`config.mk`:
```
export PLATFORM = sky130hd
export DESIGN_NAME = cache_fill_fsm
export DESIGN_NICKNAME = d
export VERILOG_FILES = /design/src/rtl/cache_fill_fsm.sv
export SDC_FILE = /design/constraint.sdc
export NUM_CORES = 1
export LEC_CHECK = 0
export ABC_AREA = 1
export CORE_UTILIZATION = 35
export DETAILED_ROUTE_END_ITERATION = 6
export GPL_TIMING_DRIVEN = 0
export PLACE_DENSITY = 0.79
export SLEW_MARGIN = 15
export SYNTH_ARGS = -nofsm -noshare
export SYNTH_HDL_FRONTEND = slang
export SYNTH_SLANG_ARGS = --single-unit
```
`constraint.sdc`:
```
create_clock -name clk -period 3.6 [get_ports clk]
set_clock_uncertainty 0.2 [all_clocks]
set_input_delay 0.36 -clock clk [delete_from_list [all_inputs] [get_ports clk]]
set_output_delay 0.36 -clock clk [all_outputs]
set_load 0.05 [all_outputs]
```
`src/rtl/cache_fill_fsm.sv`:
```
// Miss-fill controller: streams an 8-word block from pipelined memory into the cache
// data array, then writes valid+tag when the last word lands. Stalls the pipe via fsm_busy.
module cache_fill_fsm #(
    parameter int WORDS_PER_BLK = 8,
    parameter int OFS_W         = 3,
    parameter int ADDR_W        = 16,
    parameter int DATA_W        = 16
) (
    input  logic              clk,
    input  logic              rst,
    input  logic              miss_detected,
    input  logic [ADDR_W-1:0] miss_address,
    input  logic [DATA_W-1:0] mem_data,
    input  logic              mem_data_valid,
    output logic              mem_read_en,
    output logic [ADDR_W-1:0] mem_address,
    output logic              fsm_busy,
    output logic [ADDR_W-1:0] fill_address,
    output logic [DATA_W-1:0] fill_data,
    output logic              write_data_array,
    output logic              write_tag_array
);

    typedef enum logic {IDLE, FILL} state_t;

    localparam logic [OFS_W:0]    BLK      = (OFS_W+1)'(WORDS_PER_BLK);
    localparam logic [OFS_W:0]    LAST     = (OFS_W+1)'(WORDS_PER_BLK - 1);
    localparam logic [ADDR_W-1:0] OFS_MASK = ADDR_W'(WORDS_PER_BLK - 1);

    state_t            state;
    logic [ADDR_W-1:0] base;
    logic [OFS_W:0]    req_cnt;
    logic [OFS_W:0]    rcv_cnt;

    logic filling;
    logic req_open;
    logic accept;
    logic last_word;

    assign filling  = (state == FILL);
    assign req_open = filling && (req_cnt < BLK);
    // A return may pair with the request issued in the same cycle (zero-latency memory).
    assign accept    = filling && mem_data_valid && ((rcv_cnt < req_cnt) || req_open);
    assign last_word = accept && (rcv_cnt == LAST);

    // base has zero low bits, so the add never carries out of the offset field.
    assign mem_read_en      = req_open;
    assign mem_address      = filling ? base + ADDR_W'(req_open ? req_cnt : LAST) : '0;
    assign fsm_busy         = filling;
    assign fill_address     = filling ? base + ADDR_W'(rcv_cnt) : '0;
    assign fill_data        = accept ? mem_data : '0;
    assign write_data_array = accept;
    assign write_tag_array  = last_word;

    always_ff @(posedge clk or posedge rst) begin
        if (rst) begin
            state   <= IDLE;
            base    <= '0;
            req_cnt <= '0;
            rcv_cnt <= '0;
        end else begin
            case (state)
                IDLE: begin
                    if (miss_detected) begin
                        base    <= miss_address & ~OFS_MASK;
                        req_cnt <= '0;
                        rcv_cnt <= '0;
                        state   <= FILL;
                    end
                end
                FILL: begin
                    if (req_open)  req_cnt <= req_cnt + 1'b1;
                    if (accept)    rcv_cnt <= rcv_cnt + 1'b1;
                    if (last_word) state   <= IDLE;
                end
                default: state <= IDLE;
            endcase
        end
    end

endmodule
```
==> run summary <==
Status -> finished clean
Async SR Flop Fraction -> 100%
# setup viols final -> 0
Top Layer Used -> met4
Post-DR wirelength/cell -> 11.4 um
Syn nets -> 308
WP data arrival -> 2.66 ns
Die height -> 72.8 um
Maximum clock frequency -> 0.310 GHz
Wire length of the first global-routing pass -> 7870 um
Top post-synthesis cells by count -> inv_1 (46), nor2_1 (41), nand2_1 (39), a21oi_1 (28), dfrtp_1 (22)
Seq cells post-synth -> 22
Flop-to-flop setup slack -> 1.76 ns
Inserted Diodes -> 0
Crit path max fanout -> 5
Number of global-route vias before repair -> 1856
CP max-delay cell -> clkdlybuf4s50_1
Slew HR -> 43.3%
Row count -> 25
Most used cell along the critical path -> nand2_1
Drt total wl -> 4780 um
Ordered cell list for the critical path -> ha_1 -> ha_1 -> nand2_2 -> inv_2 -> nand2_1 -> nor2_2 -> nand2_1 -> nand2_1 -> nand2_1 -> nor2_1 -> clkdlybuf4s50_1
DIE AREA -> 5300 um^2
DRT iter0 DRCs -> 82
Share of the synthesized area in the top cell type -> 31.4%
PortBufs -> 84
Crit path capture type -> output pin
Synthesis-to-finish area growth -> 55.8%
Vias -> 1988
Initial antenna violation count -> 0
Fin. max-slew vios -> 0
Hold Buf Count CTS -> 0
DR vias/cell -> 4.76
Layout net count -> 397
Layout cells sized above 1 -> 9.40%
GP Congestion -> 0.907
Dpl hpwl -> 3830 um
Gate count of the mapped netlist -> 263
Area of the mapped netlist -> 1750 um^2
Worst Max-Slew Pin Slew -> 0.850 ns
WP buf/inv -> 2
Hold Vio Cnt, Final -> 0
Minimum clock period -> 3.22 ns
# IOs -> 88
CP Class -> flop to output pin
Maxcap violations -> 0
Yosys warning count -> 0
Post_cts resized -> 0
Crit start category -> flop
Synth Flop Type -> dfrtp_1
Pre-Repair DR Iteration Count -> 4
Routed Antenna Nets -> 0
Clk buf depth -> 2
Max H-tree Level -> 1
Yosys cell types -> 27
Met3 wire len -> 345 um
Root buffer cell -> clkbuf_8
Die extent in x -> 72.8 um
Main area contributors after synthesis -> dfrtp_1 (31%), inv_1 (9.8%), nor2_1 (8.8%)
EDFF count, synth -> 0
Post-Route M1 WL -> 2070 um
Cell taking the most area after synthesis -> dfrtp_1
Core area -> 4790 um^2
All-Layer GR Usage -> 18.6%
Largest stage delay, worst path -> 0.80 ns
Final period util -> 89.6%
Post-CTS setup buffer count -> 0
CP required -> 3.04 ns
Class of the worst hold path -> input port to asynchronous set/reset pin
WL met2 -> 2350 um
TritonCTS Buffers -> 3
DRC viols -> 0
Grt ovf -> 0
Top delay family on crit path -> buffers and inverters
Post-Syn Area per Cell -> 6.67 um^2
Final setup TNS -> 0 ns
Clock latency on the worst-skew pair -> 0.26 ns
Pin count of the biggest net entering global routing -> 23
CTS tree -> yes
Unrepaired setup endpoints after global routing -> no
Clock sink count -> 22
Count leader, synth -> inv_1
Clock slew at reported path FFs -> 0.08 ns
Starting Density -> 36.7%
Sequential-to-total area share from yosys stat -> 31.4%
-- path summary, 6_finish.rpt --
| path | depth (start not counted) | endpoint | start |
|---|---|---|---|
| max in group asynchronous | 2 | rcv_cnt[1] | rst |
| min in group clk | 2 | base[15] | base[15] |
| worst min register to register | 2 | base[15] | base[15] |
| worst min-delay path | 2 | base[3] | rst |
| worst max register to register | 9 | rcv_cnt[1] | req_cnt[3] |
| worst max-delay path | 11 | fill_address[15] | rcv_cnt[3] |
-- final cells by class --
| cell class | instances | area [um^2] |
|---|---|---|
| sequential | 22 | 551 |
| timing repair buffer | 84 | 841 |
| fill | 448 | 2050 |
| buffer | 7 | 43.8 |
| clock buffer | 4 | 55.1 |
| tap | 67 | 83.8 |
| inverter | 50 | 188 |
| multi-input combinational | 184 | 972 |
-- per-layer routing --
metal	GRT usage, %	vias to the layer above
li1	-	1011
met4	6.10	0
met2	32.6	69
met3	2.90	2
met1	23.2	906
met5	0	-
-- cell families after synthesis --
kind of cell             count (synthesis)  synth area share [%]
multiplexers                             5                  3.21
buffers and inverters                   57                  13.2
flip-flops                              22                  31.4
AND/OR/NAND/NOR                        124                  32.2
XOR/XNOR                                 2                 0.999
other                                    1                 0.214
adder cells (fa/ha/maj)                  9                  6.42
AO/OA/AOI/OAI                           43                  12.3
-- sequential cells by signal (all words and copies together), names as in the netlist --
register	count
base	13
fsm_busy	1
rcv_cnt	4
req_cnt	4
-- metrics by stage --
| step | cell area, um^2 | hold slack, ns | worst slack [ns] | util [%] | std cells |
|---|---|---|---|---|---|
| final | 2730 | 0.366 | 0.376 | 57.1 | 418 |
| after global routing | 2730 | 0.398 | 0.213 | 57.1 | 418 |
| after floorplan | 1750 | 0.149 | 0.829 | - | 263 |
| after global placement | 2680 | 0.333 | 0.713 | 56.0 | 414 |
| after detailed placement | 2680 | 0.344 | 0.678 | 56.0 | 414 |
| after CTS | 2730 | 0.361 | 0.381 | 57.1 | 418 |
-- cell usage in the layout (no fill, tap or decap), drive strengths merged --
| cell type | netlist | layout |
|---|---|---|
| ha | 9 | 9 |
| nor2 | 43 | 43 |
| nand3 | 14 | 14 |
| nor4 | 1 | 1 |
| a21oi | 28 | 28 |
| or2 | 1 | 1 |
| dfrtp | 22 | 22 |
| nand2 | 48 | 48 |
| inv | 50 | 50 |
| clkdlybuf4s50 | 0 | 84 |
| clkbuf | 3 | 7 |
| conb | 1 | 1 |
| o21ai | 14 | 14 |
| o22ai | 1 | 1 |
| nor3 | 15 | 15 |
| mux2 | 5 | 5 |
| buf | 4 | 4 |
| nand4 | 2 | 2 |
| xnor2 | 2 | 2 |
Power is left out: the tool's default activity adds up to more than one toggle a clock period on the data nets, which glitch-free logic cannot reach.
